===== config.mk =====
export PLATFORM = sky130hd
export DESIGN_NAME = axi_lite_master_cmd_flat
export DESIGN_NICKNAME = d
export VERILOG_FILES = /design/src/rtl/axi_lite_master_cmd_if.sv /design/src/rtl/axi_lite_master_cmd.sv /design/src/flat_wrapper.sv
export SDC_FILE = /design/constraint.sdc
export NUM_CORES = 1
export LEC_CHECK = 0
export ABC_CLOCK_PERIOD_IN_PS = 2600
export CORE_ASPECT_RATIO = 2
export CORE_MARGIN = 2
export CORE_UTILIZATION = 45
export CTS_BUF_LIST = sky130_fd_sc_hd__clkbuf_4 sky130_fd_sc_hd__clkbuf_8 sky130_fd_sc_hd__clkbuf_16
export CTS_CLUSTER_SIZE = 14
export DETAILED_ROUTE_END_ITERATION = 8
export GPL_TIMING_DRIVEN = 0
export PLACE_DENSITY = 0.88
export SLEW_MARGIN = 30
export SYNTH_ARGS = -nofsm -noshare
export SYNTH_HDL_FRONTEND = slang
export SYNTH_SLANG_ARGS = --single-unit

===== constraint.sdc =====
create_clock -name aclk -period 2.6 [get_ports aclk]
set_input_delay 0.78 -clock aclk [delete_from_list [all_inputs] [get_ports aclk]]
set_output_delay 0.78 -clock aclk [all_outputs]
set_load 0.02 [all_outputs]

===== src/rtl/axi_lite_master_cmd_if.sv =====
// AXI4-Lite bus bundle between the command master and the interconnect.
// The master modport drives AW/W/AR and the B/R readies; the slave modport mirrors it.
interface axi_lite_master_cmd_if #(
    parameter int ADDR_W = 4,
    parameter int DATA_W = 32
);
    logic [ADDR_W-1:0]   awaddr;
    logic [2:0]          awprot;
    logic                awvalid;
    logic                awready;
    logic [DATA_W-1:0]   wdata;
    logic [DATA_W/8-1:0] wstrb;
    logic                wvalid;
    logic                wready;
    logic [1:0]          bresp;
    logic                bvalid;
    logic                bready;
    logic [ADDR_W-1:0]   araddr;
    logic [2:0]          arprot;
    logic                arvalid;
    logic                arready;
    logic [DATA_W-1:0]   rdata;
    logic [1:0]          rresp;
    logic                rvalid;
    logic                rready;

    modport master (
        output awaddr, awprot, awvalid, input awready,
        output wdata, wstrb, wvalid, input wready,
        input  bresp, bvalid, output bready,
        output araddr, arprot, arvalid, input arready,
        input  rdata, rresp, rvalid, output rready
    );

    modport slave (
        input  awaddr, awprot, awvalid, output awready,
        input  wdata, wstrb, wvalid, output wready,
        output bresp, bvalid, input bready,
        input  araddr, arprot, arvalid, output arready,
        output rdata, rresp, rvalid, input rready
    );
endinterface


===== src/rtl/axi_lite_master_cmd.sv =====
// Single-outstanding AXI4-Lite master: turns one read/write command into AW/W/B or AR/R
// traffic and reports a registered completion pulse with response, read data and timeout.
module axi_lite_master_cmd #(
    parameter int ADDR_W  = 4,
    parameter int DATA_W  = 32,
    parameter int TIMEOUT = 256
) (
    input  logic                aclk,
    input  logic                aresetn,
    input  logic                cmd_valid,
    output logic                cmd_ready,
    input  logic                cmd_we,
    input  logic [ADDR_W-1:0]   cmd_addr,
    input  logic [DATA_W-1:0]   cmd_wdata,
    input  logic [DATA_W/8-1:0] cmd_wstrb,
    output logic                txn_done,
    output logic                txn_error,
    output logic                txn_timeout,
    output logic [1:0]          txn_resp,
    output logic [DATA_W-1:0]   txn_rdata,
    axi_lite_master_cmd_if.master m_axi
);
    localparam int CNT_W = (TIMEOUT > 1) ? $clog2(TIMEOUT + 1) : 1;
    localparam logic [CNT_W-1:0] TO_LAST = CNT_W'((TIMEOUT > 0) ? TIMEOUT - 1 : 0);

    typedef enum logic [2:0] {
        ST_IDLE = 3'd0,
        ST_WR   = 3'd1,
        ST_WB   = 3'd2,
        ST_RA   = 3'd3,
        ST_RD   = 3'd4
    } state_t;

    state_t              r_state,   w_state_nxt;
    logic [CNT_W-1:0]    r_cnt,     w_cnt_nxt;
    logic [ADDR_W-1:0]   r_awaddr,  w_awaddr_nxt;
    logic [DATA_W-1:0]   r_wdata,   w_wdata_nxt;
    logic [DATA_W/8-1:0] r_wstrb,   w_wstrb_nxt;
    logic [ADDR_W-1:0]   r_araddr,  w_araddr_nxt;
    logic                r_awvalid, w_awvalid_nxt;
    logic                r_wvalid,  w_wvalid_nxt;
    logic                r_bready,  w_bready_nxt;
    logic                r_arvalid, w_arvalid_nxt;
    logic                r_rready,  w_rready_nxt;
    logic                r_done,    w_done_nxt;
    logic                r_error,   w_error_nxt;
    logic                r_tmo,     w_tmo_nxt;
    logic [1:0]          r_resp,    w_resp_nxt;
    logic [DATA_W-1:0]   r_rdata,   w_rdata_nxt;
    logic                w_hit;
    logic                w_abort;
    logic                w_aw_ok;
    logic                w_w_ok;

    assign cmd_ready      = (r_state == ST_IDLE) && aresetn;
    assign txn_done       = r_done;
    assign txn_error      = r_error;
    assign txn_timeout    = r_tmo;
    assign txn_resp       = r_resp;
    assign txn_rdata      = r_rdata;
    assign m_axi.awaddr   = r_awaddr;
    assign m_axi.awprot   = 3'b000;
    assign m_axi.awvalid  = r_awvalid;
    assign m_axi.wdata    = r_wdata;
    assign m_axi.wstrb    = r_wstrb;
    assign m_axi.wvalid   = r_wvalid;
    assign m_axi.bready   = r_bready;
    assign m_axi.araddr   = r_araddr;
    assign m_axi.arprot   = 3'b000;
    assign m_axi.arvalid  = r_arvalid;
    assign m_axi.rready   = r_rready;

    // Timeout fires on the edge where the busy-cycle count would reach TIMEOUT.
    assign w_hit   = (TIMEOUT != 0) && (r_state != ST_IDLE) && (r_cnt == TO_LAST);
    // A channel counts as done once its valid has dropped or is handshaking this edge.
    assign w_aw_ok = !r_awvalid || m_axi.awready;
    assign w_w_ok  = !r_wvalid  || m_axi.wready;

    // Next-state and next-register values for the transaction FSM.
    always_comb begin
        w_state_nxt   = r_state;
        w_cnt_nxt     = (r_state == ST_IDLE) ? {CNT_W{1'b0}} : r_cnt + {{(CNT_W-1){1'b0}}, 1'b1};
        w_awaddr_nxt  = r_awaddr;
        w_wdata_nxt   = r_wdata;
        w_wstrb_nxt   = r_wstrb;
        w_araddr_nxt  = r_araddr;
        w_awvalid_nxt = r_awvalid;
        w_wvalid_nxt  = r_wvalid;
        w_bready_nxt  = r_bready;
        w_arvalid_nxt = r_arvalid;
        w_rready_nxt  = r_rready;
        w_done_nxt    = 1'b0;
        w_error_nxt   = r_error;
        w_tmo_nxt     = r_tmo;
        w_resp_nxt    = r_resp;
        w_rdata_nxt   = r_rdata;
        w_abort       = 1'b0;

        case (r_state)
            ST_IDLE: begin
                if (cmd_valid) begin
                    if (cmd_we) begin
                        w_awaddr_nxt  = cmd_addr;
                        w_wdata_nxt   = cmd_wdata;
                        w_wstrb_nxt   = cmd_wstrb;
                        w_awvalid_nxt = 1'b1;
                        w_wvalid_nxt  = 1'b1;
                        w_state_nxt   = ST_WR;
                    end else begin
                        w_araddr_nxt  = cmd_addr;
                        w_arvalid_nxt = 1'b1;
                        w_state_nxt   = ST_RA;
                    end
                end else begin
                    w_state_nxt = ST_IDLE;
                end
            end
            ST_WR: begin
                if (m_axi.awready) begin
                    w_awvalid_nxt = 1'b0;
                end else begin
                    w_awvalid_nxt = r_awvalid;
                end
                if (m_axi.wready) begin
                    w_wvalid_nxt = 1'b0;
                end else begin
                    w_wvalid_nxt = r_wvalid;
                end
                if (w_aw_ok && w_w_ok) begin
                    w_bready_nxt = 1'b1;
                    w_state_nxt  = ST_WB;
                end else begin
                    w_abort = w_hit;
                end
            end
            ST_WB: begin
                if (m_axi.bvalid) begin
                    w_bready_nxt = 1'b0;
                    w_resp_nxt   = m_axi.bresp;
                    w_error_nxt  = (m_axi.bresp != 2'b00);
                    w_tmo_nxt    = 1'b0;
                    w_done_nxt   = 1'b1;
                    w_state_nxt  = ST_IDLE;
                end else begin
                    w_abort = w_hit;
                end
            end
            ST_RA: begin
                if (m_axi.arready) begin
                    w_arvalid_nxt = 1'b0;
                    w_rready_nxt  = 1'b1;
                    w_state_nxt   = ST_RD;
                end else begin
                    w_abort = w_hit;
                end
            end
            ST_RD: begin
                if (m_axi.rvalid) begin
                    w_rready_nxt = 1'b0;
                    w_rdata_nxt  = m_axi.rdata;
                    w_resp_nxt   = m_axi.rresp;
                    w_error_nxt  = (m_axi.rresp != 2'b00);
                    w_tmo_nxt    = 1'b0;
                    w_done_nxt   = 1'b1;
                    w_state_nxt  = ST_IDLE;
                end else begin
                    w_abort = w_hit;
                end
            end
            default: begin
                w_awvalid_nxt = 1'b0;
                w_wvalid_nxt  = 1'b0;
                w_bready_nxt  = 1'b0;
                w_arvalid_nxt = 1'b0;
                w_rready_nxt  = 1'b0;
                w_state_nxt   = ST_IDLE;
            end
        endcase

        if (w_abort) begin
            w_awvalid_nxt = 1'b0;
            w_wvalid_nxt  = 1'b0;
            w_bready_nxt  = 1'b0;
            w_arvalid_nxt = 1'b0;
            w_rready_nxt  = 1'b0;
            w_done_nxt    = 1'b1;
            w_tmo_nxt     = 1'b1;
            w_error_nxt   = 1'b1;
            w_resp_nxt    = 2'b00;
            w_state_nxt   = ST_IDLE;
        end else begin
            w_tmo_nxt = w_tmo_nxt;
        end
    end

    // State and output registers; reset aborts any transaction without a completion pulse.
    always_ff @(posedge aclk or negedge aresetn) begin
        if (!aresetn) begin
            r_state   <= ST_IDLE;
            r_cnt     <= {CNT_W{1'b0}};
            r_awaddr  <= {ADDR_W{1'b0}};
            r_wdata   <= {DATA_W{1'b0}};
            r_wstrb   <= {(DATA_W/8){1'b0}};
            r_araddr  <= {ADDR_W{1'b0}};
            r_awvalid <= 1'b0;
            r_wvalid  <= 1'b0;
            r_bready  <= 1'b0;
            r_arvalid <= 1'b0;
            r_rready  <= 1'b0;
            r_done    <= 1'b0;
            r_error   <= 1'b0;
            r_tmo     <= 1'b0;
            r_resp    <= 2'b00;
            r_rdata   <= {DATA_W{1'b0}};
        end else begin
            r_state   <= w_state_nxt;
            r_cnt     <= w_cnt_nxt;
            r_awaddr  <= w_awaddr_nxt;
            r_wdata   <= w_wdata_nxt;
            r_wstrb   <= w_wstrb_nxt;
            r_araddr  <= w_araddr_nxt;
            r_awvalid <= w_awvalid_nxt;
            r_wvalid  <= w_wvalid_nxt;
            r_bready  <= w_bready_nxt;
            r_arvalid <= w_arvalid_nxt;
            r_rready  <= w_rready_nxt;
            r_done    <= w_done_nxt;
            r_error   <= w_error_nxt;
            r_tmo     <= w_tmo_nxt;
            r_resp    <= w_resp_nxt;
            r_rdata   <= w_rdata_nxt;
        end
    end
endmodule

===== src/flat_wrapper.sv =====
// flat-port wrapper written by rule: the top's interface ports become plain ports
module axi_lite_master_cmd_flat 
#(
    parameter int ADDR_W  = 4,
    parameter int DATA_W  = 32,
    parameter int TIMEOUT = 256
)
  (aclk, aresetn, cmd_valid, cmd_ready, cmd_we, cmd_addr, cmd_wdata, cmd_wstrb, txn_done, txn_error, txn_timeout, txn_resp, txn_rdata, m_axi_awaddr, m_axi_awprot, m_axi_awvalid, m_axi_awready, m_axi_wdata, m_axi_wstrb, m_axi_wvalid, m_axi_wready, m_axi_bresp, m_axi_bvalid, m_axi_bready, m_axi_araddr, m_axi_arprot, m_axi_arvalid, m_axi_arready, m_axi_rdata, m_axi_rresp, m_axi_rvalid, m_axi_rready);
  axi_lite_master_cmd_if #(.ADDR_W(ADDR_W), .DATA_W(DATA_W)) m_axi_i ();
  input  logic aclk;
  input  logic aresetn;
  input  logic cmd_valid;
  output logic cmd_ready;
  input  logic cmd_we;
  input  logic [ADDR_W-1:0] cmd_addr;
  input  logic [DATA_W-1:0] cmd_wdata;
  input  logic [DATA_W/8-1:0] cmd_wstrb;
  output logic txn_done;
  output logic txn_error;
  output logic txn_timeout;
  output logic [1:0] txn_resp;
  output logic [DATA_W-1:0] txn_rdata;
  output wire logic [$bits(m_axi_i.awaddr)-1:0] m_axi_awaddr;
  output wire logic [$bits(m_axi_i.awprot)-1:0] m_axi_awprot;
  output wire logic [$bits(m_axi_i.awvalid)-1:0] m_axi_awvalid;
  input wire logic [$bits(m_axi_i.awready)-1:0] m_axi_awready;
  output wire logic [$bits(m_axi_i.wdata)-1:0] m_axi_wdata;
  output wire logic [$bits(m_axi_i.wstrb)-1:0] m_axi_wstrb;
  output wire logic [$bits(m_axi_i.wvalid)-1:0] m_axi_wvalid;
  input wire logic [$bits(m_axi_i.wready)-1:0] m_axi_wready;
  input wire logic [$bits(m_axi_i.bresp)-1:0] m_axi_bresp;
  input wire logic [$bits(m_axi_i.bvalid)-1:0] m_axi_bvalid;
  output wire logic [$bits(m_axi_i.bready)-1:0] m_axi_bready;
  output wire logic [$bits(m_axi_i.araddr)-1:0] m_axi_araddr;
  output wire logic [$bits(m_axi_i.arprot)-1:0] m_axi_arprot;
  output wire logic [$bits(m_axi_i.arvalid)-1:0] m_axi_arvalid;
  input wire logic [$bits(m_axi_i.arready)-1:0] m_axi_arready;
  input wire logic [$bits(m_axi_i.rdata)-1:0] m_axi_rdata;
  input wire logic [$bits(m_axi_i.rresp)-1:0] m_axi_rresp;
  input wire logic [$bits(m_axi_i.rvalid)-1:0] m_axi_rvalid;
  output wire logic [$bits(m_axi_i.rready)-1:0] m_axi_rready;
  assign m_axi_awaddr = m_axi_i.awaddr;
  assign m_axi_awprot = m_axi_i.awprot;
  assign m_axi_awvalid = m_axi_i.awvalid;
  assign m_axi_i.awready = m_axi_awready;
  assign m_axi_wdata = m_axi_i.wdata;
  assign m_axi_wstrb = m_axi_i.wstrb;
  assign m_axi_wvalid = m_axi_i.wvalid;
  assign m_axi_i.wready = m_axi_wready;
  assign m_axi_i.bresp = m_axi_bresp;
  assign m_axi_i.bvalid = m_axi_bvalid;
  assign m_axi_bready = m_axi_i.bready;
  assign m_axi_araddr = m_axi_i.araddr;
  assign m_axi_arprot = m_axi_i.arprot;
  assign m_axi_arvalid = m_axi_i.arvalid;
  assign m_axi_i.arready = m_axi_arready;
  assign m_axi_i.rdata = m_axi_rdata;
  assign m_axi_i.rresp = m_axi_rresp;
  assign m_axi_i.rvalid = m_axi_rvalid;
  assign m_axi_rready = m_axi_i.rready;
  axi_lite_master_cmd #(.ADDR_W(ADDR_W), .DATA_W(DATA_W), .TIMEOUT(TIMEOUT)) u_core (.aclk(aclk), .aresetn(aresetn), .cmd_valid(cmd_valid), .cmd_ready(cmd_ready), .cmd_we(cmd_we), .cmd_addr(cmd_addr), .cmd_wdata(cmd_wdata), .cmd_wstrb(cmd_wstrb), .txn_done(txn_done), .txn_error(txn_error), .txn_timeout(txn_timeout), .txn_resp(txn_resp), .txn_rdata(txn_rdata), .m_axi(m_axi_i));
endmodule

==> impl_metrics.ini, run 1 <==
[sta]
worst_slew_pin_slew_ps = 538
fin_setup_tns_ps = 0
finalHoldViolations = 0
rsz0062_at_grt = no
fin_crit_ps = 2470
fin_ws_ps = 126
period_share = 0.952
setup_viol = 0
max_freq_mhz = 404
clock_skew_ps = 7.86
drv_slew = 0
max-slew-margin-rel = 0.641

[clocking]
clk_path_buf_depth = 2
clock_latency_ps = 340
cts_buffers = 9
cts_tree = built
htree_levels = 3
holdBufCountCts = 0
cts-root-buf = clkbuf_16
path_clk_slew_ps = 70
cts_sinks = 98

[synth]
synth.largest_area_cell = dfrtp_1
async_reset_ff_frac = 1.00
ys_dominant_reg_cell = dfrtp_1
postSynthAreaPerCell_sq_um = 13.9
yosysWarnings = 0
synthesis.area_sq_mm = 0.00409
syn_inst = 295
seq_area_frac_synth = 0.599
yosysTopAreaCellShare = 0.599
synth_edf_count = 0
netlist-cell-type-count = 41
synth_seq_cells = 98
synth_area_leaders = dfrtp_1 60%, mux2_2 13%, mux2_1 7.7%

[power]
vdd_drop_max_mv = 0.804
power.static_leakage_uw = 0.00273
power.density_mw_per_mm2 = 1210

[finish]
antenna_cells = 0
drive_above_1_share = 0.205
multi_input_area_sq_mm = 0.00152
fillerInstances = 619
area_growth_syn_to_layout_pct = 54.7
regArea_sq_mm = 0.00245
fin_nets = 570

[run_status]
run_status = completed

[detailed_routing]
vias = 3043
ant_nets = 0
wl_per_cell_um = 18.5
drtIter0Drc = 200
drt_wl_total_mm = 10.9
via_per_inst = 5.16
drc = 0
firstDrtPassIters = 4

[critical_path]
r2r_end = u_core.txn_rdata[11]
crit_family = buffers and inverters
crit_path_end_kind = primary output
crit_fanout = 35
critical_path_buf_inv_count = 3
reg2reg_depth = 5
cp_slowest_cell = buf_8
critPathRequiredTime_ps = 1820
max_stage_delay_ps = 250
rrSetupSlack_ps = 450
setup.worst_path.start_class = input port
cp_data_arrival_time_ps = 1690
path_cells = buf_8, buf_16, and2_1, clkdlybuf4s15_2
crit_type = input port to primary output
r2r_start = u_core.r_state[0]

[place]
dp_slack_ps = -427
io_buffers = 171
dpl.hpwl_mm = 8.40
gp_congestion = 0.938

[die]
die_h_um = 139
initial_utilization = 0.460
dieWidth_um = 71.4
die-area_sq_mm = 0.00992
io_pins = 178
rows = 49
core_sq_mm = 0.00889

[global_route]
grt_overflow = 0
grt_pass1_vias = 3413
grt_pass1_wl_mm = 17.4
grt_antenna_before_repair = 0
grt.total_usage = 0.232
grt_max_degree = 36

[worst_hold_path]
min_path_type = input port to async pin

[run]
drv_cap = 0
## state kept, by name (all words and copies together) (netlist names)
register              flops
u_core.m_axi.wdata       32
u_core.txn_rdata         32
u_core.r_cnt              9
u_core.m_axi.araddr       4
u_core.m_axi.awaddr       4
u_core.m_axi.wstrb        4
u_core.r_state            3
u_core.txn_resp           2
u_core.m_axi.arvalid      1
u_core.m_axi.awvalid      1
u_core.m_axi.bready       1
u_core.m_axi.rready       1
u_core.m_axi.wvalid       1
u_core.txn_done           1
u_core.txn_error          1
u_core.txn_timeout        1
## cell families (layout without fill, tap and decap cells)
group           count (synthesis)  in the layout  share of synthesized area
flops                          98             98                      0.599
mux                            76             76                      0.209
simple gates                   59             59                     0.0798
compound gates                 29             29                     0.0578
buf+inv                        25            213                     0.0364
xor+xnor                        5              5                     0.0107
fa+ha+maj                       2              2                    0.00611
other cells                     1              6                   0.000916
## repair_timing
item | 4_1_cts | 5_1_grt
gates resized for setup | 6 | 4
endpoints found under the hold margin | 0 | 0
endpoints found under the setup margin | 1 | 1
cloned | 1 | 0
buffers inserted | 1 | 0
## how the worst max path moves through the flow
stage	from	to	slack [ps]	cells past startpoint
CTS	aresetn	cmd_ready	40	4
detailed placement	aresetn	cmd_ready	-430	4
floorplan	u_core.r_state[0]	cmd_ready	440	4
global placement	aresetn	cmd_ready	-3580	3
finish	aresetn	cmd_ready	130	4
global route	aresetn	cmd_ready	2	4
## power by group
group | switching (uW) | total [uW] | leakage, uW | internal, uW
clock network | 566 | 1320 | 0.000142 | 758
logic | 1760 | 3690 | 0.00138 | 1930
registers | 430 | 2660 | 0.00122 | 2230
total | 2760 | 7670 | 0.00273 | 4910
## layer usage
layer,wire length [um],global-route usage,part of all wire,vias up
li1,-,-,-,1388
met1,3540,0.226,0.32,1498
met2,6400,0.446,0.59,134
met3,647,0.0472,0.059,23
met4,339,0.105,0.031,0
met5,0,0,0,-
## cells in the mapped netlist, types with 2 or more instances
cell type,count
dfrtp_1,98
mux2_2,48
mux2_1,28
nor2_1,15
buf_4,14
nand2_1,10
a21oi_1,7
nand3_1,7
o21ai_0,7
inv_1,6
and3_1,5
a21oi_2,3
clkbuf_1,3
nor2b_1,3
nor3_1,3
xnor2_1,3
a22o_1,2
a311oi_1,2
and2_1,2
buf_2,2
ha_1,2
nand2b_1,2
nand3b_1,2
nor2_2,2
o2bb2a_4,2
xor2_1,2
## cell usage in the layout, fill, tap and decap left out, drive strengths merged, types with 7 or more instances in the layout
master and n:
clkdlybuf4s50 169, dfrtp 98, mux2 76, nor2 18, buf 18, clkbuf 12, nand2 10, a21oi 10
nand3 7, o21ai 7
## metrics by stage
| step | std cells | utilization | hold WS (ps) | instance area, sq um | total power (uW) |
|---|---|---|---|---|---|
| 6_report | 590 | 0.712 | 298 | 6330 | 7670 |
| 5_1_grt | 590 | 0.712 | 312 | 6330 | 8040 |
| 4_1_cts | 591 | 0.712 | 330 | 6330 | 7720 |
| 3_5_place_dp | 574 | 0.673 | 454 | 5980 | 6340 |
| 3_3_place_gp | 573 | 0.669 | 443 | 5950 | 6190 |
| 2_1_floorplan | 300 | - | 424 | 4110 | 4470 |
## area by class of cell
class                   count  area share
plain buffers              17      0.0192
multi-input cells         177       0.240
inverters                   6     0.00356
clock buffers              10      0.0368
flip-flops and latches     98       0.387
clock inverters             6      0.0107
repair buffers            174       0.282
well taps                 102      0.0202
Power figures use the tool's default switching activity.
==> run 2, diff against run 1 <==
Settings changed: SKIP_LAST_GASP set to 1.
==> results of run 2 <==
Same layout as run 1: the final DEF is identical, and so are final timing and power.
==> run 3, diff against run 2 <==
Settings changed: ABC_CLOCK_PERIOD_IN_PS 2600 to 2250, CORE_UTILIZATION 45 to 35, PLACE_DENSITY 0.88 to 0.74.
Clock period 2.6 ns to 2.25 ns, I/O delays scaled along.
==> run 3 against run 2 <==
Effect of this change:
- critical path depth unchanged
- total power is 15% higher
- core utilization is 15 points lower
- combinational power up 15%
- critical path type is now register to primary output
==> impl_metrics.ini, run 3 (same netlist as run 1, synthesis figures left out) <==
[clocking]
clk_path_buf_depth = 2
path_clk_slew_ps = 60
cts_sinks = 98
cts_buffers = 9
cts_tree = built
clock_latency_ps = 340
htree_levels = 3
cts-root-buf = clkbuf_16

[detailed_routing]
drt_wl_total_mm = 10.5
vias = 2993
firstDrtPassIters = 4
wl_per_cell_um = 16.6
via_per_inst = 4.75
drtIter0Drc = 111
drc = 0
ant_nets = 0

[sta]
period_share = 0.956
fin_setup_tns_ps = 0
clock_skew_ps = 10.2
fin_crit_ps = 2150
max_freq_mhz = 465
drv_slew = 0
setup_viol = 0
finalHoldViolations = 0
rsz0062_at_grt = no

[global_route]
grt_overflow = 0
grt_max_degree = 54
grt_antenna_before_repair = 0
grt_pass1_vias = 3219
grt_pass1_wl_mm = 16.2
grt.total_usage = 0.171

[power]
total_power_uw = 8840
p_seq_frac = 0.343
internal_power_uw = 5670
vdd_drop_max_mv = 0.690
power.density_mw_per_mm2 = 1390
p_sw_uw = 3170
clkPwrFrac = 0.177
p_comb_frac = 0.480
p_sw_frac = 0.358
power.static_leakage_uw = 0.00273

[run]
drv_cap = 0

[place]
io_buffers = 171
gp_congestion = 0.886
dpl.hpwl_mm = 8.33
dp.cells = 614

[run_status]
run_status = completed

[finish]
area_growth_syn_to_layout_pct = 55.5
fin_cells = 630
final_cell_mix = 169 x clkdlybuf4s50_1, 95 x dfrtp_1, 48 x mux2_2, 28 x mux2_1, 19 x buf_4
regArea_sq_mm = 0.00246
final_common_cell = clkdlybuf4s50_1
drive_above_1_share = 0.209
multi_input_area_sq_mm = 0.00152
fin_nets = 570
antenna_cells = 0
fillerInstances = 963
final_util = 0.560

[worst_hold_path]
min_path_type = input port to async pin

[critical_path]
rrSetupSlack_ps = 230
setup.worst_path.start_class = register
crit_fanout = 10
r2r_start = u_core.r_state[0]
crit_path_end_kind = primary output
critPathRequiredTime_ps = 1570
r2r_end = u_core.txn_rdata[20]
crit_type = register to primary output
reg2reg_depth = 5
cp_data_arrival_time_ps = 1480

[die]
dieWidth_um = 80.5
die_h_um = 157
die-area_sq_mm = 0.0126
rows = 55
io_pins = 178
core_sq_mm = 0.0114
initial_utilization = 0.360
## run 3: worst max path at each step
| stage | start | to | slack (ps) |
|---|---|---|---|
| after global placement | aresetn | cmd_ready | -3900 |
| after floorplan | u_core.r_state[0] | cmd_ready | 190 |
| after CTS | u_core.r_state[2] | cmd_ready | 0.2 |
| final | u_core.r_state[2] | cmd_ready | 100 |
| after detailed placement | u_core.r_state[0] | cmd_ready | -590 |
| after global routing | u_core.r_state[2] | cmd_ready | 30 |
## run 3: power by group through the flow
stage               Combinational, uW  Sequential (uW)  Clock, uW
finish                           4240             3040       1570
global route                     4480             3140       1700
CTS                              4310             3050       1620
detailed placement               4270             3050          0
global placement                 4210             2990          0
floorplan                        1210             3950          0
## run 3: cell type report
type                    instances  area share
inverters                       6     0.00354
multi-input cells             177       0.239
repair buffers                174       0.275
plain buffers                  17      0.0195
well taps                     142      0.0279
flip-flops and latches         98       0.386
clock buffers                   9      0.0354
clock inverters                 7      0.0132
## run 3: critical path: stages, from the launching register on
cell and delay, ps:
dfrtp_2 410, buf_4 180, nor3_4 230, and2_1 170
buf_4 150
## run 3: metal layers
layer  share of wire  wire [um]  GRT usage  vias up
met1            0.32       3300      0.160     1477
met5               0          0          0        -
met2            0.61       6370      0.333      108
met3           0.048        498     0.0436       18
li1                -          -          -     1390
met4           0.028        298     0.0759        0
## run 3: metrics by stage
step | hold slack, ps | cell area, sq um | worst slack (ps)
global route | 281 | 6360 | 32.2
detailed placement | 447 | 6030 | -590
CTS | 268 | 6370 | 0.210
global placement | 439 | 6000 | -3900
floorplan | 379 | 4110 | 192
finish | 260 | 6360 | 98.4
## run 3: repair_timing
| item | in CTS | in global routing |
|---|---|---|
| gates resized for setup | 12 | 3 |
| setup endpoints to repair | 1 | 1 |
| setup buffers | 2 | 0 |
| hold buffers | 0 | 0 |
